[src/rtl/mont_sequencer.sv]
// mont_sequencer: control FSM that runs one Montgomery multiplication on the
// carry-save mpadder datapath.
//
// Sequence per operation:
//   IDLE -> ITER (ITERATIONS radix-4 carry-save strobes, one A digit each)
//        -> CPA  (carry-propagate pass, slice phases 0..5)
//        -> SUB  (conditional-subtract passes, phases 0..5, repeated until the
//                 adder reports subtract_finished or MAX_SUB passes elapse)
//        -> DONE (one-cycle done pulse) -> IDLE
//
// Ports:
//   clk, reset          clock, synchronous active-high reset
//   start               single-cycle request, accepted only in IDLE
//   a_in[511:0]         operand A, captured on an accepted start
//   subtract_finished   adder flag, looked at only during SUB phase 5
//   busy                high from the cycle after start until the done cycle
//   done                one-cycle completion pulse
//   error               sticky abort flag (MAX_SUB exceeded), cleared on start
//   a_digit[1:0]        current A digit, valid while c_doubleshift=1
//   c_doubleshift       carry-save register update strobe
//   subtract            adder subtract-mode select
//   showFluffyPonies    slice/phase select (PHASE_IDLE freezes the adder)
//
// Every output comes straight from a flop; the next value of each output is
// computed together with the next state, so no input reaches an output
// combinationally.
module mont_sequencer #(
  parameter int         ITERATIONS = 256,
  parameter int         MAX_SUB    = 4,
  parameter logic [3:0] PHASE_IDLE = 4'd8
) (
  input  logic         clk,
  input  logic         reset,
  input  logic         start,
  input  logic [511:0] a_in,
  input  logic         subtract_finished,
  output logic         busy,
  output logic         done,
  output logic         error,
  output logic [1:0]   a_digit,
  output logic         c_doubleshift,
  output logic         subtract,
  output logic [3:0]   showFluffyPonies
);

  // One extra bit of headroom so the terminal compare never sees a wrap.
  localparam int ITER_W = $clog2(ITERATIONS + 1);
  localparam int SUB_W  = $clog2(MAX_SUB + 1);
  localparam logic [3:0] PHASE_LAST = 4'd5;

  typedef enum logic [2:0] {
    S_IDLE = 3'd0,
    S_ITER = 3'd1,
    S_CPA  = 3'd2,
    S_SUB  = 3'd3,
    S_DONE = 3'd4
  } state_t;

  state_t              state_q, state_d;
  logic [511:0]        a_shift_q, a_shift_d;
  logic [ITER_W-1:0]   iter_cnt_q, iter_cnt_d;
  logic [SUB_W-1:0]    sub_cnt_q, sub_cnt_d;
  logic [SUB_W-1:0]    sub_cnt_inc;
  logic                busy_q, busy_d;
  logic                done_q, done_d;
  logic                error_q, error_d;
  logic [1:0]          a_digit_q, a_digit_d;
  logic                c_doubleshift_q, c_doubleshift_d;
  logic                subtract_q, subtract_d;
  logic [3:0]          phase_q, phase_d;

  assign sub_cnt_inc = sub_cnt_q + SUB_W'(1);

  always_comb begin
    state_d         = state_q;
    a_shift_d       = a_shift_q;
    iter_cnt_d      = iter_cnt_q;
    sub_cnt_d       = sub_cnt_q;
    busy_d          = busy_q;
    done_d          = 1'b0;
    error_d         = error_q;
    a_digit_d       = a_digit_q;
    c_doubleshift_d = c_doubleshift_q;
    subtract_d      = subtract_q;
    phase_d         = phase_q;

    case (state_q)
      S_IDLE: begin
        if (start) begin
          state_d         = S_ITER;
          // The first digit goes out with the first strobe; the shifter
          // already holds the remaining digits.
          a_digit_d       = a_in[1:0];
          a_shift_d       = {2'b00, a_in[511:2]};
          iter_cnt_d      = '0;
          error_d         = 1'b0;
          busy_d          = 1'b1;
          c_doubleshift_d = 1'b1;
        end
      end

      S_ITER: begin
        // iter_cnt_q counts strobes already presented before this cycle.
        if (iter_cnt_q == ITER_W'(ITERATIONS - 1)) begin
          state_d         = S_CPA;
          c_doubleshift_d = 1'b0;
          a_digit_d       = 2'b00;
          phase_d         = 4'd0;
        end else begin
          iter_cnt_d = iter_cnt_q + ITER_W'(1);
          a_digit_d  = a_shift_q[1:0];
          a_shift_d  = {2'b00, a_shift_q[511:2]};
        end
      end

      S_CPA: begin
        if (phase_q == PHASE_LAST) begin
          state_d    = S_SUB;
          phase_d    = 4'd0;
          subtract_d = 1'b1;
          sub_cnt_d  = '0;
        end else begin
          phase_d = phase_q + 4'd1;
        end
      end

      S_SUB: begin
        if (phase_q == PHASE_LAST) begin
          if (subtract_finished) begin
            state_d    = S_DONE;
            done_d     = 1'b1;
            subtract_d = 1'b0;
            phase_d    = PHASE_IDLE;
          end else if (sub_cnt_inc == SUB_W'(MAX_SUB)) begin
            // Result never went non-negative: give up and flag it.
            state_d    = S_DONE;
            done_d     = 1'b1;
            error_d    = 1'b1;
            subtract_d = 1'b0;
            phase_d    = PHASE_IDLE;
          end else begin
            sub_cnt_d = sub_cnt_inc;
            phase_d   = 4'd0;
          end
        end else begin
          phase_d = phase_q + 4'd1;
        end
      end

      S_DONE: begin
        state_d = S_IDLE;
        busy_d  = 1'b0;
      end

      default: begin
        state_d = S_IDLE;
      end
    endcase
  end

  always_ff @(posedge clk) begin
    if (reset) begin
      state_q         <= S_IDLE;
      iter_cnt_q      <= '0;
      sub_cnt_q       <= '0;
      busy_q          <= 1'b0;
      done_q          <= 1'b0;
      error_q         <= 1'b0;
      a_digit_q       <= 2'b00;
      c_doubleshift_q <= 1'b0;
      subtract_q      <= 1'b0;
      phase_q         <= PHASE_IDLE;
    end else begin
      state_q         <= state_d;
      iter_cnt_q      <= iter_cnt_d;
      sub_cnt_q       <= sub_cnt_d;
      busy_q          <= busy_d;
      done_q          <= done_d;
      error_q         <= error_d;
      a_digit_q       <= a_digit_d;
      c_doubleshift_q <= c_doubleshift_d;
      subtract_q      <= subtract_d;
      phase_q         <= phase_d;
    end
  end

  // Operand shifter is pure data: it is always reloaded on start.
  always_ff @(posedge clk) begin
    a_shift_q <= a_shift_d;
  end

  assign busy             = busy_q;
  assign done             = done_q;
  assign error            = error_q;
  assign a_digit          = a_digit_q;
  assign c_doubleshift    = c_doubleshift_q;
  assign subtract         = subtract_q;
  assign showFluffyPonies = phase_q;

endmodule

[config.mk]
export PLATFORM = sky130hd
export DESIGN_NAME = mont_sequencer
export DESIGN_NICKNAME = d
export VERILOG_FILES = /design/src/rtl/mont_sequencer.sv
export SDC_FILE = /design/constraint.sdc
export NUM_CORES = 1
export LEC_CHECK = 0
export ABC_AREA = 1
export CAP_MARGIN = 15
export CELL_PAD_IN_SITES_DETAIL_PLACEMENT = 0
export CELL_PAD_IN_SITES_GLOBAL_PLACEMENT = 2
export CORE_MARGIN = 2
export CORE_UTILIZATION = 31
export CTS_CLUSTER_DIAMETER = 100
export DETAILED_ROUTE_END_ITERATION = 10
export PLACE_DENSITY_LB_ADDON = 0.12
export SYNTH_ARGS = -nofsm -noshare
export SYNTH_HDL_FRONTEND = slang
export SYNTH_SLANG_ARGS = --single-unit
export TNS_END_PERCENT = 1
[constraint.sdc]
create_clock -name clk -period 4.9 [get_ports clk]
set_input_delay 0.735 -clock clk [delete_from_list [all_inputs] [get_ports clk]]
set_output_delay 0.735 -clock clk [all_outputs]
set_load 0.05 [all_outputs]
==> qor.txt <==
post-cts sizing count: 0
Peak Freq: 332 MHz
H-tree Lvls: 3
Initial Util: 0.314
period utilization: 0.615
Worst Hold Depth: 2
CTS sink cnt: 536
Final ANT Viol Nets: 0
vias in the first global route: 17,600
Root Buffer: clkbuf_16
wire per inst: 17.0 um
peak supply drop: 0.421 mV
Core ar.: 73,300 um^2
Rows: 99
slew of the pin with the lowest slew margin: 1040 ps
Post-Route Skew: 21.4 ps
port buffer count: 526
commonest non-fill, non-tap cells in the layout: nand2_1 (1,576), clkdlybuf4s50_1 (526), edfxtp_1 (510), clkbuf_16 (67), inv_1 (30)
global-route wire length before repair: 99,700 um
clk_lat worst skew: 590 ps
Avg Synthesized Cell Area: 9.80 um^2
Crit Path Category: reg -> reg
gr usage total: 0.167
Leak: 13.1 nW
initial antenna violation count: 11
Crit Reg-Reg Endpoint: a_shift_q[432]
Remaining Overflow, GRT: 0
Hold EP: subtract
Critical Path RT: 5340 ps
setup violators final: 0
CTS tree: done
minimum clock period: 3020 ps
most common cell after layout, fill and taps aside: nand2_1
post-CTS setup buffer count: 0
Post-Syn Nets: 2,873
largest net degree at the start of global routing: 262
Yosys reg bits: 536
number of vias per cell: 4.43
DRC violations left: 0
Crit path arrival time: 3450 ps
Slew HR: 0.305
r2r setup slk: 1880 ps
area delta synth->final: 35.3%
GPL Wtd Cong: 0.774
FILL cells: 7,213
Hold Buf Count CTS: 0
status: finished, final reports clean
Yosys warning count: 0
Hold Path Origin: subtract
final wirelength: 65,500 um
die area: 76,500 um^2
worst r2r src: state_q[0]
Max Slew Vio Count: 0
clk buf depth: 3
CTS Buf Count: 66
max-cap viol count: 0
final hold viol count: 0
Die H: 277 um
IO Count: 527
DP Cell Count: 3,737
Final #Nets: 3,368
Netlist Area Pre-Place: 23,000 um^2
area post-placement: 29,200 um^2
Power Density: 589 nW/um^2
Clock Pin Slew Worst Setup and Hold Paths: 60 ps
Worst setup EP type: flip-flop
Detail Placement HPWL: 44,200 um
RSZ-0062 raised after global routing: no
R2R depth: 5
CP Max Fanout: 261
First DRT Iteration DRCs: 1,186
setup TNS: 0 ps
layout cell share with drive strength beyond 1: 0.0374
worst min path class: reg -> reg
Finished Layout Cells: 3,854
instance count of the mapped netlist: 2,351
vias post-DR: 17,100
type of origin of the critical path: flip-flop
DR pass1 iterations: 5
die width: 277 um
proportion of synthesized chip area in sequential cells: 0.687
design area: 31,200 um^2
Synth cell types: 28
[worst max-delay path, stage by stage, from the launching register on]
cell,delay [ps]
dfxtp_1,620
nand2_8,530
inv_16,810
buf_4,480
nand2_1,100
nand2_1,80
[cell usage after synthesis]
cell / n / area share
or2_0: 1 / 0.00027
clkbuf_1: 3 / 0.00049
nand3b_1: 2 / 0.00065
nor2_1: 24 / 0.0039
o31ai_1: 1 / 0.00033
inv_1: 30 / 0.0049
o21ai_0: 10 / 0.0022
buf_2: 89 / 0.019
o22ai_1: 1 / 0.00027
xor2_1: 2 / 0.00076
buf_4: 21 / 0.0068
a21oi_1: 20 / 0.0043
nand2_4: 1 / 0.00049
nand3_1: 14 / 0.0030
nor2_2: 1 / 0.00027
buf_6: 2 / 0.00098
nand2_2: 1 / 0.00027
inv_4: 1 / 0.00027
nand2_1: 1576 / 0.26
dfxtp_1: 26 / 0.023
ha_1: 6 / 0.0033
or2_1: 1 / 0.00027
a21oi_2: 1 / 0.00038
inv_2: 2 / 0.00033
nand3_2: 2 / 0.00087
nor4_1: 1 / 0.00027
nor2_4: 2 / 0.00098
edfxtp_1: 510 / 0.66
[logic make-up (layout without fill, tap and decap cells)]
group           count (synthesis)  count (layout)  share of synthesized area
other cells                     0               4                          0
flops                         536             536                      0.687
compound gates                 33              33                    0.00749
simple gates                 1626            1626                      0.268
xor+xnor                        2               2                   0.000760
fa+ha+maj                       6               6                    0.00326
buf+inv                       148             688                     0.0331
[metrics by stage]
stage	utilization	hold slack (ps)	total power (W)	setup WS, ps
2_1_floorplan	-	439	0.0123	867
3_3_place_gp	0.398	440	0.0138	1810
3_5_place_dp	0.398	441	0.0140	1760
4_1_cts	0.425	450	0.0187	1740
5_1_grt	0.425	471	0.0196	1480
6_report	0.425	447	0.0184	1880
[registers in the layout (all words and copies together), names as in the netlist]
name,flops
state_q,3
a_shift_q,510
a_digit,2
done,1
error,1
showFluffyPonies,4
busy,1
sub_cnt_q,3
subtract,1
c_doubleshift,1
iter_cnt_q,9
[metal layers]
layer / share of wire / GRT usage / wire length, um / vias to the layer above
li1: - / - / - / 8552
met1: 0.43 / 0.214 / 28400 / 8000
met2: 0.49 / 0.278 / 31900 / 390
met3: 0.052 / 0.0372 / 3410 / 99
met4: 0.026 / 0.0563 / 1680 / 14
met5: 0.0014 / 0 / 94 / -
[power by group]
part / leakage, nW / internal (W) / switching, W / total [W]
sequential: 5.20 / 0.00834 / 0.000651 / 0.00899
combinational: 6.96 / 0.00145 / 0.00329 / 0.00473
clock: 0.964 / 0.00275 / 0.00189 / 0.00464
[cell type report]
class                      count  area, um^2  share of cell area
timing repair buffer         542        5520               0.177
inverter                      33         140             0.00450
antenna                        4        10.0            0.000321
multi-input combinational   1667        6460               0.207
clock buffer                  91        1790              0.0573
clock inverter                22         214             0.00686
tap                          959        1200              0.0385
sequential                   536       15800               0.508
[how the worst max path moves through the flow]
stage	start	endpoint	slack, ps	depth (start not counted)
CTS	state_q[0]	a_shift_q[432]	1740	5
floorplan	iter_cnt_q[0]	a_shift_q[0]	870	8
finish	state_q[0]	a_shift_q[432]	1880	5
global placement	start	iter_cnt_q[8]	1810	7
detailed placement	state_q[0]	a_shift_q[415]	1760	5
global route	state_q[0]	a_shift_q[433]	1480	5
Note: power is estimated with default switching activity, not from simulation.
